`src/rtl/array_flatten_serializer.sv`:
```
// array_flatten_serializer
// Captures an N-element array of W-bit words, flattens it element-major and
// streams it out as N/LANES beats of LANES*W bits with valid/ready on both sides.
module array_flatten_serializer #(
  parameter int unsigned W     = 5,
  parameter int unsigned N     = 5,
  parameter int unsigned LANES = 1,
  parameter int unsigned ORDER = 0
) (
  input  logic                                  CLK,
  input  logic                                  ASYNCRESET,
  input  logic [W-1:0]                          I [N-1:0],
  input  logic                                  I_valid,
  output logic                                  I_ready,
  output logic [LANES*W-1:0]                    O,
  output logic                                  O_valid,
  input  logic                                  O_ready,
  output logic                                  O_last,
  output logic [((N/LANES) > 1 ? $clog2(N/LANES) : 1)-1:0] O_beat
);

  localparam int unsigned BEATS  = N / LANES;
  localparam int unsigned BEAT_W = (BEATS > 1) ? $clog2(BEATS) : 1;
  localparam int unsigned LW     = LANES * W;
  localparam int unsigned FW     = N * W;
  localparam logic [BEAT_W-1:0] LAST_BEAT = BEAT_W'(BEATS - 1);

  // Reject lane counts that do not divide the array evenly
  if ((LANES == 0) || (N % LANES != 0)) begin : g_lanes_check
    $error("array_flatten_serializer: N must be a multiple of LANES");
  end

  typedef enum logic [0:0] {
    IDLE = 1'b0,
    SEND = 1'b1
  } state_e;

  state_e            state_q;
  logic [FW-1:0]     x_q;
  logic [BEAT_W-1:0] beat_q;
  logic [LW-1:0]     o_q;
  logic              o_valid_q;
  logic              o_last_q;

  logic [FW-1:0]     i_flat;
  logic              capture;
  logic              out_accept;
  logic              final_accept;
  logic [BEAT_W-1:0] beat_next;

  // Select the bits of beat b from a flattened vector, honouring beat order
  function automatic logic [LW-1:0] beat_slice(input logic [FW-1:0] vec,
                                               input logic [BEAT_W-1:0] b);
    logic [BEAT_W-1:0] idx;
    int unsigned       base;
    idx  = (ORDER != 0) ? (LAST_BEAT - b) : b;
    base = 32'(idx) * LW;
    return vec[base +: LW];
  endfunction

  // Element-major flattening: element k lands at [k*W +: W]
  always_comb begin
    i_flat = '0;
    for (int unsigned k = 0; k < N; k++) begin
      i_flat[k*W +: W] = I[k];
    end
  end

  // Handshake decode; a new array may be taken while the final beat leaves
  always_comb begin
    I_ready      = !ASYNCRESET &&
                   ((state_q == IDLE) || (o_valid_q && O_ready && o_last_q));
    capture      = I_valid && I_ready;
    out_accept   = o_valid_q && O_ready;
    final_accept = out_accept && o_last_q;
    beat_next    = beat_q + BEAT_W'(1);
  end

  // Capture / beat-advance FSM with registered output beat
  always_ff @(posedge CLK or posedge ASYNCRESET) begin
    if (ASYNCRESET) begin
      state_q   <= IDLE;
      x_q       <= '0;
      beat_q    <= '0;
      o_q       <= '0;
      o_valid_q <= 1'b0;
      o_last_q  <= 1'b0;
    end else if (capture) begin
      state_q   <= SEND;
      x_q       <= i_flat;
      beat_q    <= '0;
      o_q       <= beat_slice(i_flat, '0);
      o_valid_q <= 1'b1;
      o_last_q  <= (BEATS == 1);
    end else if (final_accept) begin
      state_q   <= IDLE;
      o_valid_q <= 1'b0;
      o_last_q  <= 1'b0;
    end else if (out_accept) begin
      beat_q    <= beat_next;
      o_q       <= beat_slice(x_q, beat_next);
      o_last_q  <= (beat_next == LAST_BEAT);
    end
  end

  assign O       = o_q;
  assign O_valid = o_valid_q;
  assign O_last  = o_last_q;
  assign O_beat  = beat_q;

endmodule

```
`config.mk`:
```
export PLATFORM = sky130hd
export DESIGN_NAME = array_flatten_serializer
export DESIGN_NICKNAME = d
export VERILOG_FILES = /design/src/rtl/array_flatten_serializer.sv
export SDC_FILE = /design/constraint.sdc
export NUM_CORES = 1
export LEC_CHECK = 0
export ABC_AREA = 1
export CORE_MARGIN = 1
export CORE_UTILIZATION = 49
export CTS_CLUSTER_SIZE = 25
export DETAILED_ROUTE_END_ITERATION = 10
export MAX_ROUTING_LAYER = met4
export PLACE_DENSITY = 0.84
export SYNTH_ARGS = -nofsm -noshare
export SYNTH_HDL_FRONTEND = slang
export SYNTH_SLANG_ARGS = --single-unit
export TNS_END_PERCENT = 10
```
`constraint.sdc`:
```
create_clock -name CLK -period 1.7 [get_ports CLK]
set_input_delay 0.255 -clock CLK [delete_from_list [all_inputs] [get_ports CLK]]
set_output_delay 0.255 -clock CLK [all_outputs]
set_load 0.01 [all_outputs]
```
==> metrics.cfg <==
[placement]
dp_hpwl_microns = 2640
gp_congestion = 0.889
place_inst = 314
place_area_sq_um = 2260
port-buffer-count = 39
pre_cts_ws_ns = -0.0999

[sta]
hold_ws_ns = 0.400
fin_crit_ns = 1.62
final_max_slew_viol_count = 0
finClkSkew_ns = 0.00485
rsz0062_at_grt = no
setup_viol = 0
finalWorstSetupSlack_ns = 0.0797
period_share_pct = 95.3
finalHoldViolations = 0
relSlewSlack_pct = 72.4
tightest_slew_ns = 0.413
tns_ns = 0
max_freq_mhz = 617

[synth]
yosysUniqueCellTypes = 20
syn_area_sq_um = 1710
ys_seq_elements = 35
synth.net_count = 248
yosysWarnings = 0
syn_area_per_cell_sq_um = 7.89
netlist_instances = 217
ys_seq_area_share_pct = 51.2

[cells_and_area]
final_layout_size_suffix_gt1_share_pct = 14.4
diodes = 0
fin_area_sq_um = 2340
nNetsFinal = 308
layout_commonest_cell = nand2_1
layout.cells.non_filler = 324
layout_common_cells = 77 x nand2_1, 37 x clkdlybuf4s50_1, 35 x dfrtp_1, 27 x inv_1, 22 x buf_4
area_delta_synth_final_pct = 36.5

[clocking]
ctsHoldBuffers = 0
cts_root_buf = clkbuf_4
insertion_delay_ns = 0.33
clk_path_buf_depth = 2
clk_pin_slew_ns = 0.10
cts_num_sinks = 35
cts_inserted_buffers = 5
cts_tree = done
htreeDepth = 2

[setup_path]
reg2reg_slack_ns = 0.12
worstPathArrival_ns = 1.37
cp-end-kind = output port
required_ns = 1.44
cp_max_fo = 2
critPathLaunchType = register
crit_type = reg -> out

[floorplanning]
die_h_microns = 61.1
fp.coreArea_sq_um = 3340
initial_core_util_pct = 51.3
dieArea_sq_um = 3730
row_count = 21
io_pins = 40
die_w_microns = 61.1

[job]
cap_violations = 0

[drt]
postRouteAntennaNets = 0
drt_first_pass_iters = 4
via_per_inst = 4.88
wl_per_cell_microns = 11.5
drt_wl_total_microns = 3730
route.detailed.drc = 0
dr_total_vias = 1580
first_iter_violations = 86

[hold_path]
worstHoldPathType = in -> async

[power_and_ir_drop]
powerDensity_nw_per_um2 = 1680
p_leak_nw = 1.19
irDropWorstVdd_mv = 0.806

[global_route]
grt_pass1_wl_microns = 5960
grt_overflow = 0
track_usage_pct = 22.9
grt_max_degree = 34
grt_pass1_vias = 1483
antenna_found_initial = 0

[outcome]
outcome = finished, final reports clean

-- cells by family (layout without fill, tap and decap cells) --
| group | Yosys count | count (layout) | synth area share, % |
|---|---|---|---|
| AND/OR/NAND/NOR | 117 | 117 | 29.7 |
| flip-flops | 35 | 35 | 51.2 |
| adder cells (fa/ha/maj) | 2 | 2 | 1.46 |
| AO/OA/AOI/OAI | 25 | 25 | 7.60 |
| buffers and inverters | 38 | 99 | 10.1 |
-- through the flow --
step | power (mW) | util (%)
after detailed placement | 3.42 | 67.6
after global routing | 4.26 | 70.0
final | 3.92 | 70.0
after floorplan | 2.68 | -
after CTS | 3.85 | 69.5
after global placement | 3.35 | 67.6
-- worst max-delay path, stage by stage, from the launching register on --
cell	delay [ns]
dfrtp_1	0.38
buf_4	0.12
clkdlybuf4s50_1	0.53
-- area by class of cell --
type,instances,area [sq um]
timing repair buffer,61,553
inverter,30,119
clock buffer,7,45.0
sequential,35,876
multi-input combinational,144,682
clock inverter,1,5.00
tap,46,57.6
fill,269,1000
-- flip-flops by register name (all words and copies together) (netlist names) --
signal	cells
O_last	1
O_valid	1
x_q	25
O	5
O_beat	3
-- Yosys cell counts, drive strengths merged --
| master | number | share of area (%) |
|---|---|---|
| nor3 | 1 | 0.58 |
| o21ai | 18 | 5.3 |
| o211ai | 2 | 0.88 |
| a21oi | 5 | 1.5 |
| nand2 | 80 | 18 |
| nand4 | 2 | 0.73 |
| nor2 | 13 | 2.9 |
| nand3 | 18 | 6.0 |
| ha | 2 | 1.5 |
| inv | 30 | 6.7 |
| or2 | 3 | 1.2 |
| buf | 8 | 3.4 |
| dfrtp | 35 | 51 |
-- layer usage --
layer / vias to the layer above / part of all wire [%] / track usage [%]
met5: - / 0 / -
met4: 0 / 1.7 / 9.74
met3: 8 / 4.5 / 4.41
met2: 42 / 48 / 39.4
met1: 736 / 46 / 25.9
li1: 794 / - / -
-- path summary, 6_finish.rpt --
path | from | endpoint | cells after the start
max | O_beat[1]$_DFFE_PP0P_ | O_beat[1] | 2
min reg2reg | x_q[11]$_DFFE_PP0P_ | x_q[11]$_DFFE_PP0P_ | 2
max in group asynchronous | ASYNCRESET | x_q[5]$_DFFE_PP0P_ | 5
min in group CLK | I[11] | x_q[11]$_DFFE_PP0P_ | 3
min | ASYNCRESET | O_valid$_DFFE_PP0P_ | 4
max reg2reg | O_beat[0]$_DFFE_PP0P_ | O[4]$_DFFE_PP0P_ | 7
-- timing repair --
item	4_1_cts	5_1_grt
setup endpoints to repair	2	5
gates resized for setup	2	3
pin swaps	0	1
buffers inserted	2	0
gates cloned	0	0
-- report_power, final --
group          internal (mW)  total (mW)  switching, mW  leakage (nW)
Sequential              1.24        1.42          0.179         0.428
Clock                  0.161       0.432          0.271        0.0293
Combinational          0.930        2.07           1.14         0.733
Total                   2.33        3.92           1.58          1.19
Power figures use the tool's default switching activity.
